==> src/rtl/des_pkg.sv <==
// Shared DES constants: permutation tables, S-boxes, widths and the sequencer state type,
// plus the bit-permutation helpers used by the round datapath.
package des_pkg;

  localparam int BLOCK_W = 64;
  localparam int HALF_W  = 32;
  localparam int KEY_W   = 48;

  typedef enum logic [1:0] {IDLE, RUN, DONE} state_t;

  // Tables use DES bit numbering: position 1 is the most significant bit.
  localparam int IP_T [64] = '{
    58, 50, 42, 34, 26, 18, 10, 2,  60, 52, 44, 36, 28, 20, 12, 4,
    62, 54, 46, 38, 30, 22, 14, 6,  64, 56, 48, 40, 32, 24, 16, 8,
    57, 49, 41, 33, 25, 17,  9, 1,  59, 51, 43, 35, 27, 19, 11, 3,
    61, 53, 45, 37, 29, 21, 13, 5,  63, 55, 47, 39, 31, 23, 15, 7};

  localparam int FP_T [64] = '{
    40, 8, 48, 16, 56, 24, 64, 32,  39, 7, 47, 15, 55, 23, 63, 31,
    38, 6, 46, 14, 54, 22, 62, 30,  37, 5, 45, 13, 53, 21, 61, 29,
    36, 4, 44, 12, 52, 20, 60, 28,  35, 3, 43, 11, 51, 19, 59, 27,
    34, 2, 42, 10, 50, 18, 58, 26,  33, 1, 41,  9, 49, 17, 57, 25};

  localparam int E_T [48] = '{
    32,  1,  2,  3,  4,  5,   4,  5,  6,  7,  8,  9,
     8,  9, 10, 11, 12, 13,  12, 13, 14, 15, 16, 17,
    16, 17, 18, 19, 20, 21,  20, 21, 22, 23, 24, 25,
    24, 25, 26, 27, 28, 29,  28, 29, 30, 31, 32,  1};

  localparam int P_T [32] = '{
    16,  7, 20, 21, 29, 12, 28, 17,   1, 15, 23, 26,  5, 18, 31, 10,
     2,  8, 24, 14, 32, 27,  3,  9,  19, 13, 30,  6, 22, 11,  4, 25};

  localparam logic [3:0] SBOX [8][64] = '{
    '{14, 4,13, 1, 2,15,11, 8, 3,10, 6,12, 5, 9, 0, 7,   0,15, 7, 4,14, 2,13, 1,10, 6,12,11, 9, 5, 3, 8,
       4, 1,14, 8,13, 6, 2,11,15,12, 9, 7, 3,10, 5, 0,  15,12, 8, 2, 4, 9, 1, 7, 5,11, 3,14,10, 0, 6,13},
    '{15, 1, 8,14, 6,11, 3, 4, 9, 7, 2,13,12, 0, 5,10,   3,13, 4, 7,15, 2, 8,14,12, 0, 1,10, 6, 9,11, 5,
       0,14, 7,11,10, 4,13, 1, 5, 8,12, 6, 9, 3, 2,15,  13, 8,10, 1, 3,15, 4, 2,11, 6, 7,12, 0, 5,14, 9},
    '{10, 0, 9,14, 6, 3,15, 5, 1,13,12, 7,11, 4, 2, 8,  13, 7, 0, 9, 3, 4, 6,10, 2, 8, 5,14,12,11,15, 1,
      13, 6, 4, 9, 8,15, 3, 0,11, 1, 2,12, 5,10,14, 7,   1,10,13, 0, 6, 9, 8, 7, 4,15,14, 3,11, 5, 2,12},
    '{ 7,13,14, 3, 0, 6, 9,10, 1, 2, 8, 5,11,12, 4,15,  13, 8,11, 5, 6,15, 0, 3, 4, 7, 2,12, 1,10,14, 9,
      10, 6, 9, 0,12,11, 7,13,15, 1, 3,14, 5, 2, 8, 4,   3,15, 0, 6,10, 1,13, 8, 9, 4, 5,11,12, 7, 2,14},
    '{ 2,12, 4, 1, 7,10,11, 6, 8, 5, 3,15,13, 0,14, 9,  14,11, 2,12, 4, 7,13, 1, 5, 0,15,10, 3, 9, 8, 6,
       4, 2, 1,11,10,13, 7, 8,15, 9,12, 5, 6, 3, 0,14,  11, 8,12, 7, 1,14, 2,13, 6,15, 0, 9,10, 4, 5, 3},
    '{12, 1,10,15, 9, 2, 6, 8, 0,13, 3, 4,14, 7, 5,11,  10,15, 4, 2, 7,12, 9, 5, 6, 1,13,14, 0,11, 3, 8,
       9,14,15, 5, 2, 8,12, 3, 7, 0, 4,10, 1,13,11, 6,   4, 3, 2,12, 9, 5,15,10,11,14, 1, 7, 6, 0, 8,13},
    '{ 4,11, 2,14,15, 0, 8,13, 3,12, 9, 7, 5,10, 6, 1,  13, 0,11, 7, 4, 9, 1,10,14, 3, 5,12, 2,15, 8, 6,
       1, 4,11,13,12, 3, 7,14,10,15, 6, 8, 0, 5, 9, 2,   6,11,13, 8, 1, 4,10, 7, 9, 5, 0,15,14, 2, 3,12},
    '{13, 2, 8, 4, 6,15,11, 1,10, 9, 3,14, 5, 0,12, 7,   1,15,13, 8,10, 3, 7, 4,12, 5, 6,11, 0,14, 9, 2,
       7,11, 4, 1, 9,12,14, 2, 0, 6,10,13,15, 3, 5, 8,   2, 1,14, 7, 4,10, 8,13,15,12, 9, 0, 3, 5, 6,11}};

  function automatic logic [BLOCK_W-1:0] ip_perm(input logic [BLOCK_W-1:0] d);
    logic [BLOCK_W-1:0] q;
    for (int i = 0; i < BLOCK_W; i++) q[6'(BLOCK_W-1-i)] = d[6'(BLOCK_W-IP_T[i])];
    return q;
  endfunction

  function automatic logic [BLOCK_W-1:0] fp_perm(input logic [BLOCK_W-1:0] d);
    logic [BLOCK_W-1:0] q;
    for (int i = 0; i < BLOCK_W; i++) q[6'(BLOCK_W-1-i)] = d[6'(BLOCK_W-FP_T[i])];
    return q;
  endfunction

  function automatic logic [KEY_W-1:0] e_expand(input logic [HALF_W-1:0] d);
    logic [KEY_W-1:0] q;
    for (int i = 0; i < KEY_W; i++) q[6'(KEY_W-1-i)] = d[5'(HALF_W-E_T[i])];
    return q;
  endfunction

  function automatic logic [HALF_W-1:0] p_perm(input logic [HALF_W-1:0] d);
    logic [HALF_W-1:0] q;
    for (int i = 0; i < HALF_W; i++) q[5'(HALF_W-1-i)] = d[5'(HALF_W-P_T[i])];
    return q;
  endfunction

  // Outer bits pick the row, inner four bits the column.
  function automatic logic [3:0] sbox_lookup(input logic [2:0] n, input logic [5:0] b);
    return SBOX[n][{b[5], b[0], b[4:1]}];
  endfunction

endpackage

==> src/rtl/des_round_sequencer_if.sv <==
// Block I/O, subkey fetch and control bundle of the iterative DES sequencer.
interface des_round_sequencer_if import des_pkg::*; #(
  parameter int KEY_IDX_W = 4
);
  logic                 in_valid;
  logic                 in_ready;
  logic [BLOCK_W-1:0]   plntxt;
  logic                 decrypt;
  logic [KEY_IDX_W-1:0] key_idx;
  logic [KEY_W-1:0]     subkey;
  logic                 out_valid;
  logic                 out_ready;
  logic [BLOCK_W-1:0]   cphrtxt;
  logic                 flush;
  logic                 busy;

  modport slave (
    input  in_valid, plntxt, decrypt, subkey, out_ready, flush,
    output in_ready, key_idx, out_valid, cphrtxt, busy
  );

  modport master (
    output in_valid, plntxt, decrypt, subkey, out_ready, flush,
    input  in_ready, key_idx, out_valid, cphrtxt, busy
  );
endinterface

==> src/rtl/des_f_function.sv <==
// DES round function f(R,K) = P(S(E(R) ^ K)), purely combinational.
module des_f_function import des_pkg::*; (
  input  logic [HALF_W-1:0] r,
  input  logic [KEY_W-1:0]  k,
  output logic [HALF_W-1:0] f
);
  logic [KEY_W-1:0]  x;
  logic [HALF_W-1:0] s_out;

  assign x = e_expand(r) ^ k;

  for (genvar i = 0; i < 8; i++) begin : g_sbox
    assign s_out[HALF_W-1-4*i -: 4] = sbox_lookup(3'(i), x[KEY_W-1-6*i -: 6]);
  end

  assign f = p_perm(s_out);
endmodule

==> src/rtl/des_round_sequencer.sv <==
// Iterative DES: one Feistel round per clock, subkeys fetched by index from an external store,
// result held until the consumer takes it.
module des_round_sequencer import des_pkg::*; #(
  parameter int NUM_ROUNDS = 16,
  parameter int KEY_IDX_W  = 4
) (
  input logic clk,
  input logic rst,
  des_round_sequencer_if.slave bus
);
  localparam logic [KEY_IDX_W-1:0] LAST = KEY_IDX_W'(NUM_ROUNDS - 1);

  state_t               state;
  logic [KEY_IDX_W-1:0] rnd;
  logic                 dec_r;
  logic [HALF_W-1:0]    l_half, r_half;
  logic [HALF_W-1:0]    f_out, l_new, r_new;
  logic [BLOCK_W-1:0]   ip_in;
  logic [BLOCK_W-1:0]   cphrtxt_r;
  logic                 out_valid_r, busy_r;
  logic                 accept;

  assign bus.in_ready  = (state == IDLE) || (state == DONE && bus.out_ready);
  assign accept        = bus.in_valid && bus.in_ready;
  assign bus.key_idx   = (state == RUN) ? (dec_r ? LAST - rnd : rnd) : '0;
  assign bus.out_valid = out_valid_r;
  assign bus.cphrtxt   = cphrtxt_r;
  assign bus.busy      = busy_r;

  assign ip_in = ip_perm(bus.plntxt);

  des_f_function u_f (
    .r (r_half),
    .k (bus.subkey),
    .f (f_out)
  );

  assign l_new = r_half;
  assign r_new = l_half ^ f_out;

  always_ff @(posedge clk or negedge rst) begin
    if (!rst) begin
      state       <= IDLE;
      rnd         <= '0;
      dec_r       <= 1'b0;
      l_half      <= '0;
      r_half      <= '0;
      cphrtxt_r   <= '0;
      out_valid_r <= 1'b0;
      busy_r      <= 1'b0;
    end else if (bus.flush) begin
      state       <= IDLE;
      rnd         <= '0;
      cphrtxt_r   <= '0;
      out_valid_r <= 1'b0;
      busy_r      <= 1'b0;
    end else begin
      case (state)
        IDLE: begin
          if (accept) begin
            {l_half, r_half} <= ip_in;
            dec_r  <= bus.decrypt;
            rnd    <= '0;
            state  <= RUN;
            busy_r <= 1'b1;
          end
        end
        RUN: begin
          l_half <= l_new;
          r_half <= r_new;
          rnd    <= rnd + 1'b1;
          // Swapping the halves into FP undoes the swap of the last round.
          if (rnd == LAST) begin
            cphrtxt_r   <= fp_perm({r_new, l_new});
            out_valid_r <= 1'b1;
            state       <= DONE;
            busy_r      <= 1'b0;
          end
        end
        DONE: begin
          if (bus.out_ready) begin
            out_valid_r <= 1'b0;
            if (accept) begin
              {l_half, r_half} <= ip_in;
              dec_r  <= bus.decrypt;
              rnd    <= '0;
              state  <= RUN;
              busy_r <= 1'b1;
            end else begin
              state <= IDLE;
            end
          end
        end
        default: state <= IDLE;
      endcase
    end
  end
endmodule
==> src/flat_wrapper.sv <==
// flat-port wrapper written by rule: the top's interface ports become plain ports
module des_round_sequencer_flat import des_pkg::*;
#(
  parameter int NUM_ROUNDS = 16,
  parameter int KEY_IDX_W  = 4
)
  (clk, rst, bus_in_valid, bus_plntxt, bus_decrypt, bus_subkey, bus_out_ready, bus_flush, bus_in_ready, bus_key_idx, bus_out_valid, bus_cphrtxt, bus_busy);
  des_round_sequencer_if #(.KEY_IDX_W(KEY_IDX_W)) bus_i ();
  input logic clk;
  input logic rst;
  input wire logic [$bits(bus_i.in_valid)-1:0] bus_in_valid;
  input wire logic [$bits(bus_i.plntxt)-1:0] bus_plntxt;
  input wire logic [$bits(bus_i.decrypt)-1:0] bus_decrypt;
  input wire logic [$bits(bus_i.subkey)-1:0] bus_subkey;
  input wire logic [$bits(bus_i.out_ready)-1:0] bus_out_ready;
  input wire logic [$bits(bus_i.flush)-1:0] bus_flush;
  output wire logic [$bits(bus_i.in_ready)-1:0] bus_in_ready;
  output wire logic [$bits(bus_i.key_idx)-1:0] bus_key_idx;
  output wire logic [$bits(bus_i.out_valid)-1:0] bus_out_valid;
  output wire logic [$bits(bus_i.cphrtxt)-1:0] bus_cphrtxt;
  output wire logic [$bits(bus_i.busy)-1:0] bus_busy;
  assign bus_i.in_valid = bus_in_valid;
  assign bus_i.plntxt = bus_plntxt;
  assign bus_i.decrypt = bus_decrypt;
  assign bus_i.subkey = bus_subkey;
  assign bus_i.out_ready = bus_out_ready;
  assign bus_i.flush = bus_flush;
  assign bus_in_ready = bus_i.in_ready;
  assign bus_key_idx = bus_i.key_idx;
  assign bus_out_valid = bus_i.out_valid;
  assign bus_cphrtxt = bus_i.cphrtxt;
  assign bus_busy = bus_i.busy;
  des_round_sequencer #(.NUM_ROUNDS(NUM_ROUNDS), .KEY_IDX_W(KEY_IDX_W)) u_core (.clk(clk), .rst(rst), .bus(bus_i));
endmodule
==> config.mk <==
export PLATFORM = sky130hd
export DESIGN_NAME = des_round_sequencer_flat
export DESIGN_NICKNAME = d
export VERILOG_FILES = /design/src/rtl/des_pkg.sv /design/src/rtl/des_round_sequencer_if.sv /design/src/rtl/des_f_function.sv /design/src/rtl/des_round_sequencer.sv /design/src/flat_wrapper.sv
export SDC_FILE = /design/constraint.sdc
export NUM_CORES = 1
export LEC_CHECK = 0
export ABC_AREA = 1
export BUFFER_PORTS_ARGS = -buffer_cell sky130_fd_sc_hd__clkbuf_2
export CAP_MARGIN = 20
export CORE_MARGIN = 2
export CORE_UTILIZATION = 43
export DETAILED_ROUTE_END_ITERATION = 8
export HOLD_SLACK_MARGIN = 0.12
export PLACE_DENSITY = 0.76
export SYNTH_ARGS = -nofsm -noshare
export SYNTH_HDL_FRONTEND = slang
export SYNTH_SLANG_ARGS = --single-unit
==> constraint.sdc <==
create_clock -name clk -period 1.6 [get_ports clk]
set_input_delay 0.08 -clock clk [delete_from_list [all_inputs] [get_ports clk]]
set_output_delay 0.08 -clock clk [all_outputs]
set_load 0.1 [all_outputs]
==> flow_summary.ini, run 1 <==
[timing]
relSlewSlack = 0.565
fin_skew_ps = 4.53
post-route-period-util = 1.09
max_slew.worst_pin.slew_ps = 652
finalMaxSlewViolations = 0
fmax_ghz = 0.572
finalSetupViolCount = 2
fin_ws_ps = -149
rsz0062_at_grt = yes
post-route-min-period_ps = 1750
hold_viol = 0
setup_tns_ps = -227

[power]
cellLeakagePower_nw = 2.62
p_clk_frac = 0.164
power.internal_mw = 3.18
power_mw = 5.98
p_sw_mw = 2.80
powerDensity_nw_per_um2 = 1200
comb_power_share = 0.545
ir_drop_uv = 691
pwr-share-seq = 0.291
swShare = 0.468

[floorplanning]
rows = 35
coreArea_um2 = 9110
dieArea_um2 = 10000
die_height_um = 100
ios = 189
initial_core_util = 0.437
dieWidth_um = 100

[grt]
grt_pass1_wl_um = 15900
grt_pass1_vias = 3585
track_usage = 0.192
grt_max_degree = 53
grt_overflow = 0
antenna_found_initial = 0

[synth]
synth_edf_count = 0
synth_seq_cells = 52
synthAdderAreaFrac = 0.0566
synth_seq_area_share = 0.327
ys_types = 32
syn_avg_cell_area_um2 = 7.22
synth-compound-area-share = 0.0836
syn_inst = 551
ys_warn_count = 0
muxShareOfSynthArea = 0
synth_top_family_by_area = simple AND/OR/NAND/NOR gates
synth-simple-area-share = 0.302
async_reset_ff_frac = 1.00
synth-main-ff-cell = dfrtp_1
synth-xor-area-share = 0.0585
syn_area_um2 = 3980

[setup_path]
cp.arrival_ps = 1950
cp-end-kind = flip-flop
critPathRequiredTime_ps = 1800
crit_start = u_core.l_new[4]
startpoint_type = flip-flop
r2r_start = u_core.l_new[4]
path_class = flip-flop to flip-flop
crit_fanout = 4

[finish]
most-common-layout-cells = nand2_1, clkbuf_2, nand3_1, inv_1
layout_commonest_cell = nand2_1
fin_nets = 789
fin_area_um2 = 4990
n_antenna_cell = 0
drive_above_1_share = 0.260
fillCellCount = 817
area.growth.synth_to_final_pct = 25.5

[clock_network]
clockRootBuffer = clkbuf_8
tritoncts = yes
clk_latency_ps = 310
clock_sinks = 52
clk_pin_slew_ps = 90
cts_max_level = 2
numCtsBuffers = 5
max-clock-path-buffers = 2

[worst_hold_path]
hold_path.startpoint = bus_in_valid
hp-class = input port to flip-flop

[outcome]
violations = setup timing
outcome = complete, but fails checks

[placement]
port_buffers = 66
place_congestion = 0.863
hpwl_um = 6910
placed_cell_area_um2 = 4440
pre_cts_slack_ps = -128

[routing]
totalWireLength_um = 9240
vias_per_cell = 4.85
vias = 3710
drtPass1Iterations = 4
ant_nets = 0
post_drt_wl_per_cell_um = 12.1
drtIter0Drc = 194
drc = 0

[flow_run]
cap_violations = 0
==> power groups by stage <==
stage                     sequential (mW)  combinational, mW  clock [mW]
final                                1.74               3.26       0.979
after global routing                 1.77               3.60        1.06
after CTS                            1.73               3.03       0.996
after detailed placement             1.75               2.89           0
after global placement               1.74               2.86           0
after floorplan                      1.67               2.42           0
==> state kept, by name, indices dropped and copies added, names as in the netlist <==
register and cells:
u_core.state 2, u_core.bus.busy 1, u_core.bus.cphrtxt 16, u_core.bus.out_valid 1, u_core.l_half 7, u_core.rnd 4
u_core.dec_r 1, u_core.l_new 20
==> final cells by class <==
class,count,area [µm²],area share
clock buffers,7,96.3,0.0193
clock inverters,1,30.0,0.00601
inverters,66,250,0.0501
multi-input cells,422,2430,0.486
flip-flops and latches,52,1310,0.262
well taps,111,139,0.0278
repair buffers,106,743,0.149
==> final timing paths <==
check,to,slack (ps),depth (start not counted)
max,u_core.l_new[0],-150,11
max in group asynchronous,u_core.state[0],690,3
min,u_core.bus.busy,140,5
min reg2reg,u_core.bus.cphrtxt[11],500,2
min in group asynchronous,u_core.l_new[29],430,3
max reg2reg,u_core.l_new[0],-150,11
==> cells in the mapped netlist (6+ instances only) <==
cell type / number / area share
nand2_2: 8 / 0.013
nand3_1: 70 / 0.088
ha_1: 18 / 0.057
a21oi_1: 6 / 0.0075
buf_4: 48 / 0.091
o21ai_0: 21 / 0.026
xnor2_1: 12 / 0.026
inv_2: 8 / 0.0075
nor2_1: 16 / 0.015
nand2_1: 172 / 0.16
inv_1: 58 / 0.055
dfrtp_1: 52 / 0.33
o21ai_1: 24 / 0.030
==> logic make-up (layout without fill, tap and decap cells) <==
| kind of cell | after synthesis | count (layout) |
|---|---|---|
| AOI/OAI and AO/OA | 61 | 61 |
| xor gates and xnor gates | 21 | 21 |
| adders and majority gates | 18 | 18 |
| buffers and inverters | 124 | 180 |
| DFF | 52 | 52 |
| other | 1 | 48 |
| and+or+nand+nor | 274 | 274 |
==> critical path, stage by stage (launching register included) <==
cell and delay, ps:
dfrtp_2 490, xor2_4 220, buf_6 140, ha_1 190, o21ai_2 160, nand2_1 80, nand3_2 70, nand3_2 70
nand2_1 70, nand2_1 50, nand3_1 60, nand2_1 50
==> layer usage <==
| metal | vias to the layer above | global-route usage | wire length [µm] |
|---|---|---|---|
| li1 | 1842 | - | - |
| met1 | 1711 | 0.237 | 3900 |
| met2 | 141 | 0.335 | 4520 |
| met3 | 16 | 0.0397 | 608 |
| met4 | 0 | 0.0643 | 198 |
| met5 | - | 0 | 0 |
==> timing repair <==
item                                    in CTS  in global routing
setup buffers                                1                  1
resized for setup                           14                 38
hold buffers                                18                  0
hold endpoints to repair                    69                  0
endpoints found under the setup margin       4                 28
pin swaps                                   13                 18
==> stage by stage <==
stage,hold slack [ps],utilization,instances
detailed placement,243,0.488,737
finish,138,0.548,765
floorplan,-216,-,598
global placement,234,0.488,737
CTS,139,0.530,764
global route,164,0.548,765
No activity file was read; power rests on OpenSTA's default activity.
==> run 2, diff against run 1 <==
--- a/config.mk
+++ b/config.mk
@@ -6,13 +6,14 @@
 export NUM_CORES = 1
 export LEC_CHECK = 0
 export ABC_AREA = 1
-export BUFFER_PORTS_ARGS = -buffer_cell sky130_fd_sc_hd__clkbuf_2
 export CAP_MARGIN = 20
 export CORE_MARGIN = 2
-export CORE_UTILIZATION = 43
+export CORE_UTILIZATION = 55
 export DETAILED_ROUTE_END_ITERATION = 8
+export DONT_BUFFER_PORTS = 1
 export HOLD_SLACK_MARGIN = 0.12
-export PLACE_DENSITY = 0.76
+export PLACE_DENSITY = 0.71
+export SETUP_SLACK_MARGIN = 0.3
 export SYNTH_ARGS = -nofsm -noshare
 export SYNTH_HDL_FRONTEND = slang
 export SYNTH_SLANG_ARGS = --single-unit
==> run 2 against run 1 <==
Net effect:
- the flow still finishes with violations (setup timing)
- clock skew grew 12 ps
- non-clock buffer count grew 4
- first-iteration DRC count grew 32%
- largest cell class unchanged
- critical endpoint unchanged
- utilization grew 29 points
- combinational power grew 31%
- fmax grew 0.96%
- routed wire length grew 56%
- global-route usage grew 8.3 points
- die area shrank 21%
- sequential cell count is the same
- cell count shrank 0.78%
==> flow_summary.ini, run 2 (synthesis gave the netlist of run 1 again) <==
[outcome]
outcome = complete, but fails checks
violations = setup timing

[timing]
post-route-min-period_ps = 1730
fin_skew_ps = 16.4
hold_viol = 0
fmax_ghz = 0.577
max_slew.worst_pin.slew_ps = 698
relSlewSlack = 0.533
fin_ws_ps = -132
finalSetupViolCount = 7
post-route-period-util = 1.08
finalMaxSlewViolations = 0
rsz0062_at_grt = yes

[floorplanning]
rows = 31
ios = 189
dieArea_um2 = 7930
die_height_um = 89.1
dieWidth_um = 89.1
initial_core_util = 0.558
coreArea_um2 = 7140

[grt]
grt_overflow = 0
grt_pass1_vias = 3587
antenna_found_initial = 0
grt_max_degree = 53
grt_pass1_wl_um = 16800
track_usage = 0.275

[power]
p_sw_mw = 3.51
powerDensity_nw_per_um2 = 1190
pwr-share-seq = 0.256
power.internal_mw = 3.61
comb_power_share = 0.601
p_clk_frac = 0.143
cellLeakagePower_nw = 3.01
swShare = 0.492
ir_drop_uv = 763

[placement]
hpwl_um = 6630
pre_cts_slack_ps = -118
port_buffers = 0
place_congestion = 0.898

[worst_hold_path]
hold_path_end = u_core.l_new[0]
hold_path.startpoint = bus_subkey[11]
hp-class = input port to flip-flop
holdPathStages = 4

[setup_path]
critPathRequiredTime_ps = 1830
path_cells = xor2_4, buf_6, ha_4, inv_1, nand2_1, nand3_2, nand3_2, nand3_2, nand2_1, nand2_1, nand3_2, nand2_1
reg2reg_setup_slack_ps = -130
slowest_delay_ps = 490
startpoint_type = flip-flop
r2r_start = u_core.l_new[5]
worstPathBufferInverterCount = 2
crit_family = simple AND/OR/NAND/NOR gates
r2r_cells = 12
crit_fanout = 4
cp.arrival_ps = 1960
reg2reg_to = u_core.l_new[0]
crit_slowest_cell = dfrtp_2
path_class = flip-flop to flip-flop
cp-end-kind = flip-flop

[clock_network]
clk_pin_slew_ps = 110
clk_latency_ps = 330
tritoncts = yes
numCtsBuffers = 5
cts_max_level = 2
max-clock-path-buffers = 2
clock_sinks = 52
clockRootBuffer = clkbuf_8

[routing]
vias_per_cell = 5.59
vias = 4242
drtPass1Iterations = 5
post_drt_wl_per_cell_um = 19.0
ant_nets = 0
drtIter0Drc = 257
drc = 0
totalWireLength_um = 14400

[finish]
final_util = 0.841
fillCellCount = 366
largest_register_ffs = 20
fin_nets = 795
most-common-layout-cells = nand2_1, buf_4, inv_1, conb_1, nand3_1
n_antenna_cell = 0
layout_commonest_cell = nand2_1
drive_above_1_share = 0.426
area.growth.synth_to_final_pct = 50.8

[flow_run]
cap_violations = 0
run 2: changes by cell type in the layout (fill, tap and decap cells not counted), sizes merged:
cell          change
dlygate4sd3       +2
nand2             +2
buf              +62
inv               -1
clkbuf           -62
dlymetal6s4s      +1
clkinv            +2
run 2: layout make-up:
cell class | instances | area [µm²] | area share
multi-input combinational | 424 | 2990 | 0.498
sequential | 52 | 1320 | 0.219
tap | 99 | 124 | 0.0206
inverter | 66 | 273 | 0.0454
timing repair buffer | 110 | 1180 | 0.196
clock inverter | 2 | 38.8 | 0.00646
clock buffer | 6 | 82.6 | 0.0138
run 2: timing repair:
action / CTS / global route
pin swaps: 39 / 62
hold endpoints to repair: 94 / 55
hold buffers: 19 / 3
cloned: 5 / 2
endpoints found under the setup margin: 57 / 56
gates resized for setup: 106 / 129
setup buffers: 25 / 15
run 2: per-layer routing:
metal  vias up  part of all wire  routed length (µm)  track usage
met5         -                 0                   0            0
met4         0             0.063                 914       0.0882
met3        87             0.082                1180       0.0683
met2       295              0.51                7380        0.495
met1      1998              0.34                4930        0.322
li1       1862                 -                   -            -
run 2: worst max-delay path by stage:
stage,from,end,slack [ps],depth (start not counted)
5_1_grt,u_core.l_new[5],u_core.l_new[10],-260,11
4_1_cts,u_core.l_new[5],u_core.l_new[0],-110,12
3_5_place_dp,u_core.l_new[4],u_core.l_new[0],-120,12
2_1_floorplan,u_core.state[1],u_core.l_new[11],-280,7
3_3_place_gp,u_core.l_new[4],u_core.l_new[0],-100,12
6_report,u_core.l_new[5],u_core.l_new[0],-130,12
run 2: power by group through the flow:
stage / sequential [mW] / clock [mW] / combinational (mW)
after floorplan: 1.67 / 0 / 2.43
after global placement: 1.74 / 0 / 2.79
after detailed placement: 1.75 / 0 / 2.83
after CTS: 1.73 / 0.974 / 3.28
after global routing: 1.84 / 1.03 / 4.56
final: 1.82 / 1.02 / 4.28
run 2: per-stage QoR:
step | power [mW] | setup TNS (ps) | std cells | hold WS [ps] | area [µm²]
after floorplan | 4.11 | -4750 | 598 | -216 | 4240
after global placement | 4.52 | -192 | 682 | -214 | 4300
after detailed placement | 4.57 | -229 | 682 | -214 | 4300
after CTS | 5.98 | -205 | 739 | -554 | 5260
after global routing | 7.43 | -955 | 759 | 67.4 | 6000
final | 7.12 | -448 | 759 | 19.3 | 6000
run 2: worst min-delay path: stages:
cell	delay [ps]
nand3_2	60
nand3_1	70
nand3_2	60
nand2_1	50
